## src/rtl/shared_reg_arbiter.sv

```systemverilog
// Round-robin arbiter and write sequencer for a single shared WIDTH-bit register.
// One requester is granted per two-cycle write slot; after it writes it gets the lowest priority.
module shared_reg_arbiter #(
   parameter int NUM_REQ = 4,
   parameter int WIDTH   = 8,
   parameter int IDW     = $clog2(NUM_REQ)
) (
   input  logic                     clk,
   input  logic                     rst,
   input  logic                     en,
   input  logic [NUM_REQ-1:0]       req,
   input  logic [NUM_REQ*WIDTH-1:0] wdata,
   output logic [NUM_REQ-1:0]       gnt,
   output logic                     busy,
   output logic [WIDTH-1:0]         q,
   output logic [IDW-1:0]           owner,
   output logic [15:0]              wr_count
);

   typedef enum logic {
      IDLE  = 1'b0,
      GRANT = 1'b1
   } state_t;

   state_t               state_q;
   logic [NUM_REQ-1:0]   gnt_q;
   logic                 busy_q;
   logic [WIDTH-1:0]     data_q;
   logic [IDW-1:0]       owner_q;
   logic [15:0]          cnt_q;
   logic [IDW-1:0]       ptr_q;
   logic [IDW-1:0]       win_q;

   logic                 found_s;
   logic [IDW-1:0]       win_s;
   logic [IDW:0]         cand_s;
   logic [WIDTH-1:0]     wsel_s;
   logic [IDW-1:0]       ptr_d;

   // Rotating search for the first active request starting at the priority pointer.
   always_comb begin
      found_s = 1'b0;
      win_s   = ptr_q;
      cand_s  = '0;
      for (int i = 0; i < NUM_REQ; i++) begin
         cand_s = {1'b0, ptr_q} + (IDW+1)'(i);
         if (cand_s >= (IDW+1)'(NUM_REQ)) begin
            cand_s = cand_s - (IDW+1)'(NUM_REQ);
         end else begin
            cand_s = cand_s;
         end
         if (!found_s && req[cand_s[IDW-1:0]]) begin
            found_s = 1'b1;
            win_s   = cand_s[IDW-1:0];
         end else begin
            found_s = found_s;
         end
      end
   end

   // Data of the latched winner only; other requesters' data never reaches the register.
   always_comb begin
      wsel_s = '0;
      for (int i = 0; i < NUM_REQ; i++) begin
         if (IDW'(i) == win_q) begin
            wsel_s = wdata[i*WIDTH +: WIDTH];
         end else begin
            wsel_s = wsel_s;
         end
      end
   end

   // Pointer following the winner, wrapping at NUM_REQ.
   always_comb begin
      if (win_q == IDW'(NUM_REQ-1)) begin
         ptr_d = '0;
      end else begin
         ptr_d = win_q + IDW'(1);
      end
   end

   // Two-state grant/write FSM with all outputs registered.
   always_ff @(posedge clk or negedge rst) begin
      if (!rst) begin
         state_q <= IDLE;
         gnt_q   <= '0;
         busy_q  <= 1'b0;
         data_q  <= '0;
         owner_q <= '0;
         cnt_q   <= 16'h0000;
         ptr_q   <= '0;
         win_q   <= '0;
      end else begin
         case (state_q)
            IDLE: begin
               if (en && found_s) begin
                  gnt_q   <= NUM_REQ'(1) << win_s;
                  win_q   <= win_s;
                  busy_q  <= 1'b1;
                  state_q <= GRANT;
               end else begin
                  gnt_q   <= '0;
                  busy_q  <= 1'b0;
                  state_q <= IDLE;
               end
            end
            GRANT: begin
               // A requester that dropped its request before the closing edge forfeits the slot.
               if (req[win_q]) begin
                  data_q  <= wsel_s;
                  owner_q <= win_q;
                  cnt_q   <= cnt_q + 16'd1;
                  ptr_q   <= ptr_d;
               end else begin
                  data_q  <= data_q;
                  owner_q <= owner_q;
                  cnt_q   <= cnt_q;
                  ptr_q   <= ptr_q;
               end
               gnt_q   <= '0;
               busy_q  <= 1'b0;
               state_q <= IDLE;
            end
            default: begin
               gnt_q   <= '0;
               busy_q  <= 1'b0;
               state_q <= IDLE;
            end
         endcase
      end
   end

   assign gnt      = gnt_q;
   assign busy     = busy_q;
   assign q        = data_q;
   assign owner    = owner_q;
   assign wr_count = cnt_q;

endmodule

```

## config.mk

```make
export PLATFORM = sky130hd
export DESIGN_NAME = shared_reg_arbiter
export DESIGN_NICKNAME = d
export VERILOG_FILES = /design/src/rtl/shared_reg_arbiter.sv
export SDC_FILE = /design/constraint.sdc
export NUM_CORES = 1
export LEC_CHECK = 0
export CELL_PAD_IN_SITES_DETAIL_PLACEMENT = 0
export CELL_PAD_IN_SITES_GLOBAL_PLACEMENT = 2
export CORE_UTILIZATION = 26
export DETAILED_ROUTE_END_ITERATION = 16
export PLACE_DENSITY = 0.81
export SETUP_SLACK_MARGIN = 0.4
export SLEW_MARGIN = 20
export SYNTH_ARGS = -nofsm -noshare
export SYNTH_HDL_FRONTEND = slang
export SYNTH_SLANG_ARGS = --single-unit
```

## constraint.sdc

```tcl
create_clock -name clk -period 2.3 [get_ports clk]
set_input_delay 0.575 -clock clk [delete_from_list [all_inputs] [get_ports clk]]
set_output_delay 0.575 -clock clk [all_outputs]
set_load 0.02 [all_outputs]
```

==> impl_metrics.xml <==
<?xml version="1.0" encoding="UTF-8"?>
<metrics>
  <group name="outcome">
    <metric name="run_status" unit="">finished clean</metric>
  </group>
  <group name="place">
    <metric name="gp_congestion" unit="">0.744</metric>
    <metric name="placement.setup.worst_slack" unit="ns">0.0602</metric>
    <metric name="placed_cell_area" unit="sq um">2750</metric>
    <metric name="hpwl" unit="mm">3.59</metric>
    <metric name="io_buffer_count" unit="">69</metric>
  </group>
  <group name="route">
    <metric name="num_vias" unit="">1669</metric>
    <metric name="drtAntennaViolNets" unit="">0</metric>
    <metric name="wl_per_cell" unit="um">13.9</metric>
    <metric name="wl" unit="mm">5.06</metric>
    <metric name="remaining_drc_errors" unit="">0</metric>
    <metric name="detail_route.first_pass.iterations" unit="">4</metric>
    <metric name="dr.first_iter.drc_count" unit="">54</metric>
    <metric name="drt-vias-per-instance" unit="">4.57</metric>
  </group>
  <group name="timing">
    <metric name="finalHoldViolations" unit="">0</metric>
    <metric name="smallest_setup_slack_after_layout" unit="ns">0.440</metric>
    <metric name="timing.final.crit_period" unit="ns">1.86</metric>
    <metric name="rsz0062_at_grt" unit="">yes</metric>
    <metric name="layout_worst_path_cycle_share" unit="%">80.9</metric>
    <metric name="finalHoldWorstSlack" unit="ns">0.378</metric>
    <metric name="drv_slew" unit="">0</metric>
    <metric name="clock_skew" unit="ns">0.00817</metric>
    <metric name="setup_viol" unit="">0</metric>
    <metric name="setup_tns" unit="ns">0</metric>
    <metric name="timing_worst_slew_pin_value" unit="ns">0.816</metric>
    <metric name="fmax" unit="MHz">538</metric>
    <metric name="timing.max_slew.rel_slack" unit="%">45.6</metric>
  </group>
  <group name="setup_path">
    <metric name="slowest_stage_cell_on_the_critical_path" unit="">sky130_fd_sc_hd__clkdlybuf4s50_1</metric>
    <metric name="crit_path_cell_trace" unit="">clkdlybuf4s50_1, buf_4, or2_2, o311a_4, or4b_4, o21ai_2</metric>
    <metric name="critical_path.startpoint_type" unit="">primary input</metric>
    <metric name="critPathMaxStageDelay" unit="ns">0.42</metric>
    <metric name="critPathTopFamily" unit="">buffers and inverters</metric>
    <metric name="timing.critical_path.required" unit="ns">2.48</metric>
    <metric name="end_kind" unit="">register</metric>
    <metric name="setup.worst_path.class" unit="">in -&gt; reg</metric>
    <metric name="cp_num_buf_inv" unit="">2</metric>
    <metric name="critical_path_peak_fanout" unit="">5</metric>
    <metric name="cp_data_arrival_time" unit="ns">2.04</metric>
  </group>
  <group name="floorplan">
    <metric name="ioPinCount" unit="">70</metric>
    <metric name="placementRows" unit="">31</metric>
    <metric name="core_area" unit="sq um">7210</metric>
    <metric name="start_util" unit="%">26.7</metric>
    <metric name="dieArea" unit="sq um">7760</metric>
    <metric name="die-width" unit="um">88.1</metric>
    <metric name="chipHeight" unit="um">88.1</metric>
  </group>
  <group name="synthesis">
    <metric name="postSynthAreaPerCell" unit="sq um">10.2</metric>
    <metric name="postSynthNetCount" unit="">233</metric>
    <metric name="ys_warn_count" unit="">0</metric>
    <metric name="ys_seq_area_share" unit="%">45.4</metric>
    <metric name="asyncSetResetFlopFracSynth" unit="%">100</metric>
    <metric name="synth.cell_area" unit="sq um">1930</metric>
    <metric name="synth_cell_type_count" unit="">42</metric>
    <metric name="synth_edf_count" unit="">0</metric>
    <metric name="synth_seq_cells" unit="">35</metric>
    <metric name="postSynthCellCount" unit="">189</metric>
    <metric name="largest_cells_by_area_after_synthesis" unit="">sky130_fd_sc_hd__dfrtp_1, sky130_fd_sc_hd__a21oi_1, sky130_fd_sc_hd__xor2_1, sky130_fd_sc_hd__a221oi_1, sky130_fd_sc_hd__nand2_1</metric>
    <metric name="ys_dominant_reg_cell" unit="">sky130_fd_sc_hd__dfrtp_1</metric>
    <metric name="post-synth-top-area-fraction" unit="%">45.4</metric>
    <metric name="synthDominantAreaCellType" unit="">sky130_fd_sc_hd__dfrtp_1</metric>
  </group>
  <group name="pwr">
    <metric name="power_frac_comb" unit="%">50.5</metric>
    <metric name="leakagePower" unit="nW">1.35</metric>
    <metric name="sw_frac_of_total" unit="%">40.4</metric>
    <metric name="sequentialPowerShare" unit="%">34.2</metric>
    <metric name="p_int" unit="W">0.00168</metric>
    <metric name="power-per-cell-area" unit="nW/um^2">981</metric>
    <metric name="vdd_drop_max" unit="mV">0.368</metric>
    <metric name="netSwitchingPower" unit="W">0.00114</metric>
    <metric name="clock_power_share" unit="%">15.3</metric>
  </group>
  <group name="clock_tree">
    <metric name="cts_clk_pin_slew_worst_paths" unit="ns">0.07</metric>
    <metric name="numCtsBuffers" unit="">5</metric>
    <metric name="cts.htree.levels" unit="">2</metric>
    <metric name="tritoncts_clock_tree" unit="">yes</metric>
    <metric name="clock-root-buffer" unit="">sky130_fd_sc_hd__clkbuf_8</metric>
    <metric name="numClockSinks" unit="">35</metric>
    <metric name="max-clock-path-buffers" unit="">2</metric>
    <metric name="cts_hold_buffers" unit="">0</metric>
    <metric name="worst_skew_pair.late_latency" unit="ns">0.29</metric>
  </group>
  <group name="global_route">
    <metric name="grt_max_degree" unit="">36</metric>
    <metric name="antenna_found_initial" unit="">0</metric>
    <metric name="track_usage" unit="%">14.1</metric>
    <metric name="use_met2" unit="%">22.1</metric>
    <metric name="global_route_wire_length_before_repair" unit="mm">8.21</metric>
    <metric name="first_global_vias" unit="">1690</metric>
    <metric name="overflow" unit="">0</metric>
    <metric name="top_usage_layer" unit="">met2</metric>
    <metric name="grt_use_met1" unit="%">18.1</metric>
    <metric name="grt_use_met3" unit="%">6.03</metric>
  </group>
  <group name="final_layout">
    <metric name="drive_above_1_share" unit="%">13.2</metric>
    <metric name="finalInstanceArea" unit="sq um">2870</metric>
    <metric name="synthToLayoutAreaGrowth" unit="%">49.1</metric>
    <metric name="antenna_cells" unit="">0</metric>
    <metric name="nNetsFinal" unit="">309</metric>
    <metric name="post-route-util" unit="%">39.8</metric>
  </group>
  <group name="min_path">
    <metric name="hp-class" unit="">in -&gt; async</metric>
  </group>
  <group name="run">
    <metric name="max_cap_violations" unit="">0</metric>
  </group>
</metrics>
-- kinds of logic (layout without fill, tap and decap cells) --
logic type                 count (synthesis)  in the layout  share of synthesized area, %
and+or+nand+nor                           62             62                          19.2
AOI/OAI and AO/OA                         49             49                          18.0
DFF                                       35             35                          45.4
buffers and inverters                     20             97                          5.64
xor gates and xnor gates                  15             15                          6.81
adders and majority gates                  5              5                          3.24
muxes                                      3              3                          1.62
-- worst reg2reg max path: cells and delay by family (launching register included) --
family | cells | cell delay (ns)
AOI/OAI and AO/OA | 3 | 0.57
adders and majority gates | 1 | 0.18
buffers and inverters | 1 | 0.15
DFF | 1 | 0.44
and+or+nand+nor | 1 | 0.35
-- through the flow --
stage          std cells  total power (W)
2_1_floorplan        189          0.00182
3_3_place_gp         357          0.00241
3_5_place_dp         357          0.00242
4_1_cts              365          0.00285
5_1_grt              365          0.00305
6_report             365          0.00282
-- Yosys cell counts, drive strengths merged, types with 2 or more instances --
library cell / count
inv: 12
mux2i: 2
nor2b: 2
or2: 2
a21oi: 19
nor4b: 4
xor2: 9
nor2: 14
clkbuf: 4
o21ai: 7
nand3: 4
xnor2: 6
and4: 2
ha: 5
dfrtp: 35
nor4: 2
nor3: 2
buf: 4
nand4: 4
and3: 2
nand2: 17
a221oi: 8
a211o: 7
nand2b: 3
-- worst paths after layout --
kind / slack [ns] / startpoint / end / depth (start not counted)
min in group clk: 0.47 / wr_count[15]$_DFFE_PN0P_ / wr_count[15]$_DFFE_PN0P_ / 1
hold / removal: 0.38 / rst / wr_count[6]$_DFFE_PN0P_ / 1
setup reg to reg: 0.55 / win_q[0]$_DFFE_PN0P_ / q[0]$_DFFE_PN0P_ / 6
hold reg to reg: 0.47 / wr_count[15]$_DFFE_PN0P_ / wr_count[15]$_DFFE_PN0P_ / 1
max in group asynchronous: 1.36 / rst / win_q[1]$_DFFE_PN0P_ / 1
setup / recovery: 0.44 / req[3] / win_q[0]$_DFFE_PN0P_ / 6
-- power by group through the flow --
stage / logic (W) / clock network, W / registers [W]
floorplan: 0.000698 / 0 / 0.00112
global placement: 0.00143 / 0 / 0.000982
detailed placement: 0.00144 / 0 / 0.000981
CTS: 0.00143 / 0.000449 / 0.000971
global route: 0.00157 / 0.000478 / 0.000999
finish: 0.00142 / 0.000431 / 0.000965
-- routing by layer --
layer  vias to the layer above  part of all wire (%)
met5                         -                     0
met4                         0                  0.51
met3                         2                   7.5
met2                        46                    47
met1                       798                    45
li1                        823                     -
-- flip-flops by register name, indices dropped and copies added, names as in the netlist --
name	flops
owner	2
gnt	4
wr_count	16
q	8
win_q	2
busy	1
ptr_q	2
-- final cells by class --
cell class	instances	area (sq um)
multi-input cells	134	991
fillers	786	4340
inverters	12	45.0
flip-flops and latches	35	877
repair buffers	77	756
clock inverters	1	5.00
well taps	99	124
clock buffers	7	76.3
-- placed cells by master, fill, tap and decap left out, types with 3 or more instances in the layout --
cell and n:
sky130_fd_sc_hd__nand2b_1 3, sky130_fd_sc_hd__xnor2_1 6, sky130_fd_sc_hd__o21ai_0 6, sky130_fd_sc_hd__nand2_1 17
sky130_fd_sc_hd__xor2_1 9, sky130_fd_sc_hd__clkdlybuf4s50_1 51, sky130_fd_sc_hd__inv_1 12, sky130_fd_sc_hd__dlygate4sd2_1 12
sky130_fd_sc_hd__dfrtp_1 34, sky130_fd_sc_hd__dlymetal6s2s_1 5, sky130_fd_sc_hd__nand3_1 3, sky130_fd_sc_hd__clkbuf_8 5
sky130_fd_sc_hd__nor2_1 14, sky130_fd_sc_hd__buf_4 7, sky130_fd_sc_hd__nor4b_2 4, sky130_fd_sc_hd__a21oi_1 19
sky130_fd_sc_hd__ha_1 4, sky130_fd_sc_hd__a211o_1 7, sky130_fd_sc_hd__a221oi_1 8, sky130_fd_sc_hd__nand4_1 4
-- repair_timing --
| action | 4_1_cts | 5_1_grt |
|---|---|---|
| hold endpoints to repair | 0 | 0 |
| gates cloned | 0 | 0 |
| resized for setup | 15 | 14 |
| setup endpoints to repair | 20 | 15 |
| setup buffers | 0 | 0 |
| pin swaps | 0 | 1 |
(Power assumes the default switching activity.)
